--- src/rtl/z_demux_pkg.sv ---
// Shared types and constants for the 1-to-2 packet demultiplexer.
package z_demux_pkg;

  typedef enum logic {
    IDLE = 1'b0,
    LOCK = 1'b1
  } z_demux_state_t;

  localparam int Z_DEMUX_CNT_W = 16;

endpackage

--- src/rtl/z_out_reg.sv ---
// One-entry valid/ready register stage carrying a data beat and its last flag.
module z_out_reg #(
  parameter int DATA_W = 16
) (
  input  logic              iClk,
  input  logic              iRst_N,
  input  logic              iLoad,
  input  logic [DATA_W-1:0] iData,
  input  logic              iLast,
  output logic [DATA_W-1:0] oData,
  output logic              oLast,
  output logic              oValid,
  input  logic              iReady
);

  // A load in the same cycle as a drain wins, so valid stays high at full rate.
  always_ff @(posedge iClk or negedge iRst_N) begin
    if (!iRst_N) begin
      oData  <= '0;
      oLast  <= 1'b0;
      oValid <= 1'b0;
    end else if (iLoad) begin
      oData  <= iData;
      oLast  <= iLast;
      oValid <= 1'b1;
    end else if (oValid && iReady) begin
      oValid <= 1'b0;
    end
  end

endmodule

--- src/rtl/z_demux_1to2.sv ---
// Registered 1-to-2 stream demultiplexer; the route is locked for a whole packet.
// Optional per-output packet counters are built when ZDEMUX_CNT_EN is defined.
//
// Handshake: a beat moves on any rising edge where valid and ready are both 1;
// valid never depends on ready, and data/last hold while valid is 1 and ready 0.
module z_demux_1to2
  import z_demux_pkg::*;
#(
  parameter int DATA_W = 16
) (
  input  logic              iClk,
  input  logic              iRst_N,
  input  logic [DATA_W-1:0] iData,
  input  logic              iLast,
  input  logic              iValid,
  output logic              oReady,
  input  logic              iSel,
  output logic [DATA_W-1:0] oData1,
  output logic              oLast1,
  output logic              oValid1,
  input  logic              iReady1,
  output logic [DATA_W-1:0] oData2,
  output logic              oLast2,
  output logic              oValid2,
  input  logic              iReady2,
  output logic              oBusy
`ifdef ZDEMUX_CNT_EN
  ,
  output logic [Z_DEMUX_CNT_W-1:0] oPktCnt1,
  output logic [Z_DEMUX_CNT_W-1:0] oPktCnt2
`endif
);

  z_demux_state_t state;
  z_demux_state_t stateNext;
  logic           selQ;
  logic           route;
  logic           acc;
  logic           load1;
  logic           load2;

  always_ff @(posedge iClk or negedge iRst_N) begin
    if (!iRst_N) begin
      state <= IDLE;
    end else begin
      state <= stateNext;
    end
  end

  always_comb begin
    stateNext = state;
    case (state)
      IDLE:    if (acc && !iLast) stateNext = LOCK;
      LOCK:    if (acc && iLast)  stateNext = IDLE;
      default: stateNext = IDLE;
    endcase
  end

  // In LOCK the live select is ignored so a packet never splits across outputs.
  always_comb begin
    route = iSel;
    oBusy = 1'b0;
    if (state == LOCK) begin
      route = selQ;
      oBusy = 1'b1;
    end
  end

  always_ff @(posedge iClk or negedge iRst_N) begin
    if (!iRst_N) begin
      selQ <= 1'b0;
    end else if (state == IDLE && acc && !iLast) begin
      selQ <= iSel;
    end
  end

  assign oReady = route ? (~oValid2 | iReady2) : (~oValid1 | iReady1);
  assign acc    = iValid & oReady;
  assign load1  = acc & ~route;
  assign load2  = acc & route;

  z_out_reg #(.DATA_W(DATA_W)) u_out1 (
    .iClk   (iClk),
    .iRst_N (iRst_N),
    .iLoad  (load1),
    .iData  (iData),
    .iLast  (iLast),
    .oData  (oData1),
    .oLast  (oLast1),
    .oValid (oValid1),
    .iReady (iReady1)
  );

  z_out_reg #(.DATA_W(DATA_W)) u_out2 (
    .iClk   (iClk),
    .iRst_N (iRst_N),
    .iLoad  (load2),
    .iData  (iData),
    .iLast  (iLast),
    .oData  (oData2),
    .oLast  (oLast2),
    .oValid (oValid2),
    .iReady (iReady2)
  );

`ifdef ZDEMUX_CNT_EN
  // Counters tick on acceptance of a packet's last beat and wrap naturally.
  always_ff @(posedge iClk or negedge iRst_N) begin
    if (!iRst_N) begin
      oPktCnt1 <= '0;
      oPktCnt2 <= '0;
    end else begin
      if (load1 && iLast) oPktCnt1 <= oPktCnt1 + 1'b1;
      if (load2 && iLast) oPktCnt2 <= oPktCnt2 + 1'b1;
    end
  end
`endif

endmodule

--- config.mk ---
export PLATFORM = sky130hd
export DESIGN_NAME = z_demux_1to2
export DESIGN_NICKNAME = d
export VERILOG_FILES = /design/src/rtl/z_demux_pkg.sv /design/src/rtl/z_out_reg.sv /design/src/rtl/z_demux_1to2.sv
export SDC_FILE = /design/constraint.sdc
export NUM_CORES = 1
export LEC_CHECK = 0
export CORE_ASPECT_RATIO = 1.25
export CORE_UTILIZATION = 47
export DETAILED_ROUTE_END_ITERATION = 7
export PLACE_DENSITY = 0.85
export SLEW_MARGIN = 20
export SYNTH_ARGS = -nofsm -noshare
export SYNTH_HDL_FRONTEND = slang
export SYNTH_SLANG_ARGS = --single-unit
--- constraint.sdc ---
create_clock -name iClk -period 3.86 [get_ports iClk]
set_clock_uncertainty 0.05 [all_clocks]
set_input_delay 0.772 -clock iClk [delete_from_list [all_inputs] [get_ports iClk]]
set_output_delay 0.772 -clock iClk [all_outputs]
set_load 0.1 [all_outputs]
After elaboration in Yosys (flattened, before gate mapping)
Index checks and enable logic that the tools add are counted.
{"block": "classes", "reduce_logical": 9, "bitwise": 9, "n_mux": 10}
{"operator": "1-bit two-way mux", "count": 9}
{"operator": "1-bit logical AND", "count": 6}
{"operator": "1-bit inverter", "count": 4}
{"operator": "2-bit nonzero test", "count": 2}
{"operator": "1-bit bitwise AND", "count": 3}
{"operator": "1-bit OR", "count": 2}
{"operator": "1-bit case mux with 2 select lines", "count": 1}
{"operator": "1-bit logical NOT", "count": 1}
{"block": "totals", "register_bits": 38, "out_inout_bits": 38}

Logic depth before layout (Yosys ltp)
Gate-level depths: netlist of run 1.
{"block": "logic_depth", "word_depth": 7, "ltp_mapped": 5, "mapped_depth_nobuf": 4}

Hierarchy
A second synthesis of run 1 with hierarchy kept.
{"block": "hier_totals", "hier_cells": 93, "hier_area_um2": 1576.5}
{"module": "z_out_reg", "cells_per_inst": 39, "seq_area_each_um2": 450.4, "instances": 2, "area_each_um2": 719.4}
{"module": "z_demux_1to2", "cells_per_inst": 15, "seq_area_each_um2": 50.0, "instances": 1, "area_each_um2": 137.6}

Worst setup path before layout of run 1
Ideal clock, no wire load.
{"block": "synth_timing", "path_kind": "reg-to-output", "startpoint": "register with a tool-made name", "endpoint": "output port oReady", "required_time_ns": 3.038, "arrival_time_ns": 1.930, "stages_incl_launch_ff": 3, "n_path_buf": 0, "setup_slack_ns": 1.108, "path_cell_list": "dfrtp_1 mux2i_1 mux2_2"}
{"element": "end: declaration", "line_no": "z_demux_1to2.sv:16", "text": "output logic oReady,"}

Worst setup path after layout of run 1
{"block": "layout_timing", "startpoint": "input port iSel", "endpoint": "output port oReady"}
{"block": "layout_via", "elab_chain_cells": 2}
{"element": "start: declaration", "line_no": "z_demux_1to2.sv:17", "text": "input logic iSel,"}
{"element": "1-bit two-way mux", "line_no": "z_demux_1to2.sv:63", "text": "if (state == LOCK) begin"}
{"element": "1-bit two-way mux", "line_no": "z_demux_1to2.sv:77", "text": "assign oReady = route ? (~oValid2 | iReady2) : (~oValid1 | iReady1);"}
Every way passes these cells.

==> results.toml, run 1 <==
[status]
status = "finished clean"

[cts]
ctsHoldBuffers = 0
cts_root_buf = "clkbuf_8"
path_clk_slew_ps = 70
cts_resized = 0
h-tree-depth = 2
clk_latency_ps = 280
cts_setup_buffers = 0
numCtsBuffers = 5
cts_sinks = 38
cts_tree = "built"
cts_buffer_depth = 2

[timing]
final_hold_viol_count = 0
setup_viol = 0
max_slew.worst_pin.slew_ps = 995.0
period_share_pct = 76.87
slew_headroom_pct = 33.46
fin_crit_ps = 2967
maxSlewViolCount = 0
grt_setup_unrepaired = "no"
fin_tns_setup_ps = 0
fmax_mhz = 337.0

[detailed_routing]
wl_per_cell_um = 17.48
antenna_violating_nets_post_route = 0
drc = 0
wirelength_um = 3287
firstDrtPassIters = 4
via_per_inst = 5.005
drtIter0Drc = 9
num_vias = 941

[synth]
yosysWarningCount = 0
avgSynthCellArea_um2 = 18.40
synth_cell_types = 14
synth-seq-area-share_pct = 58.73
ys_seq_elements = 38
syn_inst = 88
netlist_area_um2 = 1619
syn_nets = 111

[worst_setup_path]
critPathMaxFanout = 3
end_kind = "output port"
cpPeakStageDelay_ps = 440
crit_slowest_cell = "clkdlybuf4s50_1"
required_ps = 3040
cp_top_family = "multiplexers"
worstPathArrival_ps = 2150
worstSetupStartpointType = "primary input"
critical_path_class = "primary input to output port"
path_buf_inv = 2
setup.worst_path.start = "iSel"
path_cells = "clkdlybuf4s50_1 -> mux2i_1 -> mux2_2 -> buf_4"

[grt]
grt_usage_pct = 20.03
grt_max_degree = 39
grt_overflow = 0
grt_pass1_wl_um = 5016
grt_antenna_before_repair = 0
grt_pass1_vias = 966

[cells_and_area]
fillCellCount = 212
num-nets-final = 175
final_cell_mix = "clkdlybuf4s50_1 (58), dfrtp_1 (38), mux2_4 (34), clkbuf_8 (6)"
antenna_cells = 0
regArea_um2 = 950.9
multi_input_area_um2 = 619.3
final_common_cell = "clkdlybuf4s50_1"
areaGrowthSynthToFinish_pct = 42.04
layout-drive-gt1-share_pct = 31.13

[worst_hold_path]
hp-start = "selQ"
hp-class = "flip-flop to flip-flop"

[floorplan]
die_area_um2 = 3685
initial_utilization_pct = 49.79
fp-row-count = 23
ios = 61
die_w_um = 54.50
fp.dieH_um = 67.62
core_area_um2 = 3252

[placement]
gp_congestion = 0.6688
dp_hpwl_um = 2301
portBuffers = 60

[job]
maxCapViolations = 0
## kinds of logic after synthesis
kind of cell	share of synthesized area (%)
simple gates	3.091
compound gates	1.623
mux	33.54
flops	58.73
buf+inv	3.013
## registers in the layout, indices dropped and copies added (netlist names), named ones only
register	flops
u_out2.oValid	1
u_out2.oData	16
u_out1.oValid	1
selQ	1
u_out2.oLast	1
u_out1.oLast	1
u_out1.oData	16
## path summary, 6_finish.rpt
path | end | slack, ps | depth (start not counted)
worst max-delay path | oReady | 890 | 4
min in group asynchronous | u_out2.oData[4] | 540 | 1
worst min-delay path | selQ | 460 | 1
worst min register to register | selQ | 460 | 1
worst max register to register | selQ | 1940 | 4
max in group asynchronous | async pin | 2710 | 1
## cell usage after synthesis
master / instances / share of area (%)
nand2_1: 2 / 0.46
nand3_2: 1 / 0.62
mux2_4: 34 / 32
mux2i_1: 1 / 0.62
buf_8: 1 / 0.93
nand2b_1: 2 / 0.77
mux2_2: 1 / 0.70
dfrtp_1: 38 / 59
nand3b_4: 1 / 1.2
a21oi_1: 1 / 0.31
buf_6: 3 / 2.1
a211oi_2: 1 / 0.77
a31o_1: 1 / 0.54
mux2_1: 1 / 0.70
## metal layers
metal,up-vias,global-route usage (%),share of wire [%]
li1,433,-,-
met1,478,24.20,43
met2,25,32.32,51
met3,5,6.081,3.9
met4,0,8.654,1.6
met5,-,0,0
## area by class of cell
class	instances	share of cell area, %
multi-input cells	46	26.93
well taps	37	2.013
repair buffers	61	26.12
flip-flops and latches	38	41.35
clock buffers	6	3.591
## metrics by stage
stage	util, %	setup slack, ps	hold slack (ps)	instance area [um^2]	std cells
floorplan	-	1108	407.8	1619	88
global placement	68.18	1016	417.4	2217	182
detailed placement	68.18	907.3	446.5	2217	182
CTS	70.72	912.3	461.9	2300	188
global route	70.72	867.5	479.5	2300	188
finish	70.72	892.6	458.8	2300	188
Power of run 1 is left out: the tool's default activity adds up to more than one toggle a clock period on the data nets, which glitch-free logic cannot reach.
==> run 2, diff against run 1 <==
--- a/config.mk
+++ b/config.mk
@@ -6,9 +6,9 @@
 export NUM_CORES = 1
 export LEC_CHECK = 0
 export CORE_ASPECT_RATIO = 1.25
-export CORE_UTILIZATION = 47
+export CORE_UTILIZATION = 39
 export DETAILED_ROUTE_END_ITERATION = 7
-export PLACE_DENSITY = 0.85
+export PLACE_DENSITY = 0.75
 export SLEW_MARGIN = 20
 export SYNTH_ARGS = -nofsm -noshare
 export SYNTH_HDL_FRONTEND = slang
==> constraint.sdc (replaced) <==
create_clock -name iClk -period 2.58 [get_ports iClk]
set_clock_uncertainty 0.05 [all_clocks]
set_input_delay 0.516 -clock iClk [delete_from_list [all_inputs] [get_ports iClk]]
set_output_delay 0.516 -clock iClk [all_outputs]
set_load 0.1 [all_outputs]
==> results.toml, run 2 (synthesis gave the netlist of run 1 again) <==
[grt]
grt_pass1_wl_um = 5188
grt_usage_pct = 16.09
grt_antenna_before_repair = 0
grt_overflow = 0
grt_pass1_vias = 1029
grt_max_degree = 39

[cells_and_area]
antenna_cells = 0
multi_input_area_um2 = 619.3
final_cell_mix = "buf_4 (41), dfrtp_1 (38), mux2_4 (34), clkdlybuf4s50_1 (21), clkbuf_8 (6)"
areaGrowthSynthToFinish_pct = 40.34
regArea_um2 = 950.9
num-nets-final = 178
layout-drive-gt1-share_pct = 56.41
final_common_cell = "buf_4"
post-route-util_pct = 58.58
reg_top3 = "u_out1.oData: 16 flops, u_out2.oData: 16 flops"
fillCellCount = 338

[placement]
portBuffers = 60
gp_congestion = 0.7520
dp_hpwl_um = 2476

[floorplan]
die_area_um2 = 4415
core_area_um2 = 3879
initial_utilization_pct = 41.74
ios = 61
fp.dieH_um = 74.04
fp-row-count = 25
die_w_um = 59.63

[timing]
fmax_mhz = 425.4
grt_setup_unrepaired = "no"
final_hold_viol_count = 0
hold_ws_ps = 279.3
slew_headroom_pct = 44.16
maxSlewViolCount = 0
fin_tns_setup_ps = 0
setup_viol = 0
max_slew.worst_pin.slew_ps = 837.6
period_share_pct = 91.11
fin_crit_ps = 2351

[detailed_routing]
num_vias = 975
wl_met1_um = 1344
maxUsedRoutingLayer = "met4"
wl_met3_um = 212
firstDrtPassIters = 3
via_per_inst = 4.643
wirelength_um = 3322
antenna_violating_nets_post_route = 0
wl_per_cell_um = 15.82
drtIter0Drc = 55
route.met2.wl_um = 1727
drc = 0

[worst_setup_path]
rr_worst_depth = 4
crit_slowest_cell = "clkdlybuf4s50_1"
rrSetupSlack_ps = 700
cp_top_family = "multiplexers"
path_buf_inv = 2
end_kind = "output port"
critPathMaxFanout = 3
critical_path_class = "primary input to output port"
worstSetupStartpointType = "primary input"
reg2reg_to = "selQ"
worstPathArrival_ps = 1780
required_ps = 2010
path_cells = "clkdlybuf4s50_1 -> mux2i_1 -> mux2_2 -> buf_12"
cpPeakStageDelay_ps = 420

[cts]
cts_sinks = 38
numCtsBuffers = 5
cts_buffer_depth = 2
clk_latency_ps = 280
cts_resized = 0
h-tree-depth = 2
cts_root_buf = "clkbuf_8"
path_clk_slew_ps = 70
ctsHoldBuffers = 0
cts_tree = "built"
cts_setup_buffers = 0

[status]
status = "finished clean"

[job]
maxCapViolations = 0

[worst_hold_path]
hp-class = "primary input to async pin"
## run 2: worst max path at each step
stage | startpoint | to | slack [ps] | cells after the start
after detailed placement | iSel | oReady | 230 | 4
final | iSel | oReady | 230 | 4
after CTS | iSel | oReady | 220 | 4
after global routing | iSel | oReady | 160 | 4
after global placement | iSel | oReady | 270 | 4
after floorplan | flip-flop | oReady | 80 | 2
## run 2: area by class of cell
type	instances	share of cell area, %
repair buffers	64	23.90
clock inverters	1	0.2203
multi-input cells	46	27.26
clock buffers	7	3.800
flip-flops and latches	38	41.85
well taps	54	2.974
## run 2: metal layers
metal | global-route usage [%] | vias to the layer above
li1 | - | 443
met1 | 18.23 | 487
met2 | 28.59 | 39
met3 | 4.870 | 6
met4 | 5.426 | 0
met5 | 0 | -
## run 2: stage by stage
step           setup WS [ps]  cells  instance area (um^2)
2_1_floorplan          83.93     88                  1619
3_3_place_gp           270.8    202                  2181
3_5_place_dp           230.3    202                  2181
4_1_cts                223.7    210                  2272
5_1_grt                155.9    210                  2272
6_report               229.3    210                  2272
Power of run 2 is left out for the same reason.
==> run 3, diff against run 2 <==
--- a/config.mk
+++ b/config.mk
@@ -5,10 +5,12 @@
 export SDC_FILE = /design/constraint.sdc
 export NUM_CORES = 1
 export LEC_CHECK = 0
+export ABC_AREA = 0
 export CORE_ASPECT_RATIO = 1.25
 export CORE_UTILIZATION = 39
 export DETAILED_ROUTE_END_ITERATION = 7
-export PLACE_DENSITY = 0.75
+export GPL_TIMING_DRIVEN = 1
+export PLACE_DENSITY = 0.81
 export SLEW_MARGIN = 20
 export SYNTH_ARGS = -nofsm -noshare
 export SYNTH_HDL_FRONTEND = slang
==> results.toml, run 3 (synthesis gave the netlist of run 1 again) <==
[grt]
grt_usage_pct = 15.92
grt_pass1_vias = 1033
grt_max_degree = 39
grt_antenna_before_repair = 0
grt_pass1_wl_um = 5112
grt_overflow = 0

[cts]
h-tree-depth = 2
cts_setup_buffers = 0
cts_resized = 0
ctsHoldBuffers = 0
clk_latency_ps = 280
numCtsBuffers = 5
cts_tree = "built"
cts_buffer_depth = 2
path_clk_slew_ps = 70
cts_root_buf = "clkbuf_8"
cts_sinks = 38

[floorplan]
die_w_um = 59.63
die_area_um2 = 4415
ios = 61
initial_utilization_pct = 41.74
core_area_um2 = 3879
fp-row-count = 25
fp.dieH_um = 74.04

[timing]
setup_viol = 0
fin_crit_ps = 2338
worst_slack_ps = 241.6
slew_headroom_pct = 45.42
final_hold_viol_count = 0
maxSlewViolCount = 0
period_share_pct = 90.63
fin_tns_setup_ps = 0
fmax_mhz = 427.7
max_slew.worst_pin.slew_ps = 818.7
grt_setup_unrepaired = "no"

[worst_setup_path]
end_kind = "output port"
critical_path_class = "primary input to output port"
critPathMaxFanout = 3
worstSetupStartpointType = "primary input"
cp_top_family = "multiplexers"
cpPeakStageDelay_ps = 420
path_cells = "clkdlybuf4s50_1 -> mux2i_1 -> mux2_2 -> buf_12"
worstPathArrival_ps = 1770
setup.worst_path.start = "iSel"
path_buf_inv = 2
crit_slowest_cell = "clkdlybuf4s50_1"
required_ps = 2010

[cells_and_area]
antenna_cells = 0
final_cell_mix = "buf_4 (39), dfrtp_1 (38), mux2_4 (34), clkdlybuf4s50_1 (21), clkbuf_8 (6)"
num-nets-final = 177
fillCellCount = 331
areaGrowthSynthToFinish_pct = 40.65
reg_top3 = "u_out1.oData: 16 flops, u_out2.oData: 16 flops"
layout-drive-gt1-share_pct = 56.13
final_common_cell = "buf_4"

[job]
maxCapViolations = 0

[detailed_routing]
drtIter0Drc = 36
drc = 0
antenna_violating_nets_post_route = 0
wirelength_um = 3198
firstDrtPassIters = 2
num_vias = 956
via_per_inst = 4.574
wl_per_cell_um = 15.30

[placement]
dpl_worst_slack_ps = 228.1
gp_congestion = 0.7352
dp_hpwl_um = 2347
portBuffers = 60

[worst_hold_path]
hp-class = "primary input to async pin"

[status]
status = "finished clean"
==> run 3: worst paths after layout <==
check	to	slack, ps	depth (start not counted)
setup / recovery	oReady	240	4
hold reg to reg	u_out1.oData[7]	460	1
hold / removal	u_out1.oData[4]	290	1
setup reg to reg	selQ	830	4
max in group asynchronous	u_out2.oData[15]	1690	1
min in group iClk	u_out1.oData[7]	460	1
==> run 3: final cells by class <==
type | count | area, um^2 | share of cell area (%)
clock inverter | 1 | 5.005 | 0.2198
sequential | 38 | 950.9 | 41.76
clock buffer | 7 | 86.33 | 3.791
timing repair buffer | 63 | 548.0 | 24.07
multi-input combinational | 46 | 619.3 | 27.20
tap | 54 | 67.56 | 2.967
==> run 3: per-layer routing <==
| metal | vias to the layer above | GRT usage (%) | share of wire [%] |
|---|---|---|---|
| met5 | - | 0 | 0 |
| met3 | 2 | 4.522 | 6.3 |
| met4 | 0 | 4.651 | 0.31 |
| li1 | 440 | - | - |
| met1 | 477 | 18.52 | 38 |
| met2 | 37 | 28.34 | 55 |
==> run 3: worst reg2reg max path: stages (launching register included) <==
cell and delay (ps):
dfrtp_1 420, mux2i_1 340, nand3_2 220, a211oi_2 250, mux2_1 350
==> run 3: through the flow <==
stage	cells	cell area, um^2	util [%]	hold slack, ps
6_report	209	2277	58.71	285.9
2_1_floorplan	88	1619	-	170.4
5_1_grt	209	2277	58.71	338.0
3_5_place_dp	201	2186	56.35	444.1
3_3_place_gp	201	2186	56.35	420.5
4_1_cts	209	2277	58.71	300.2
Power of run 3 is left out for the same reason.
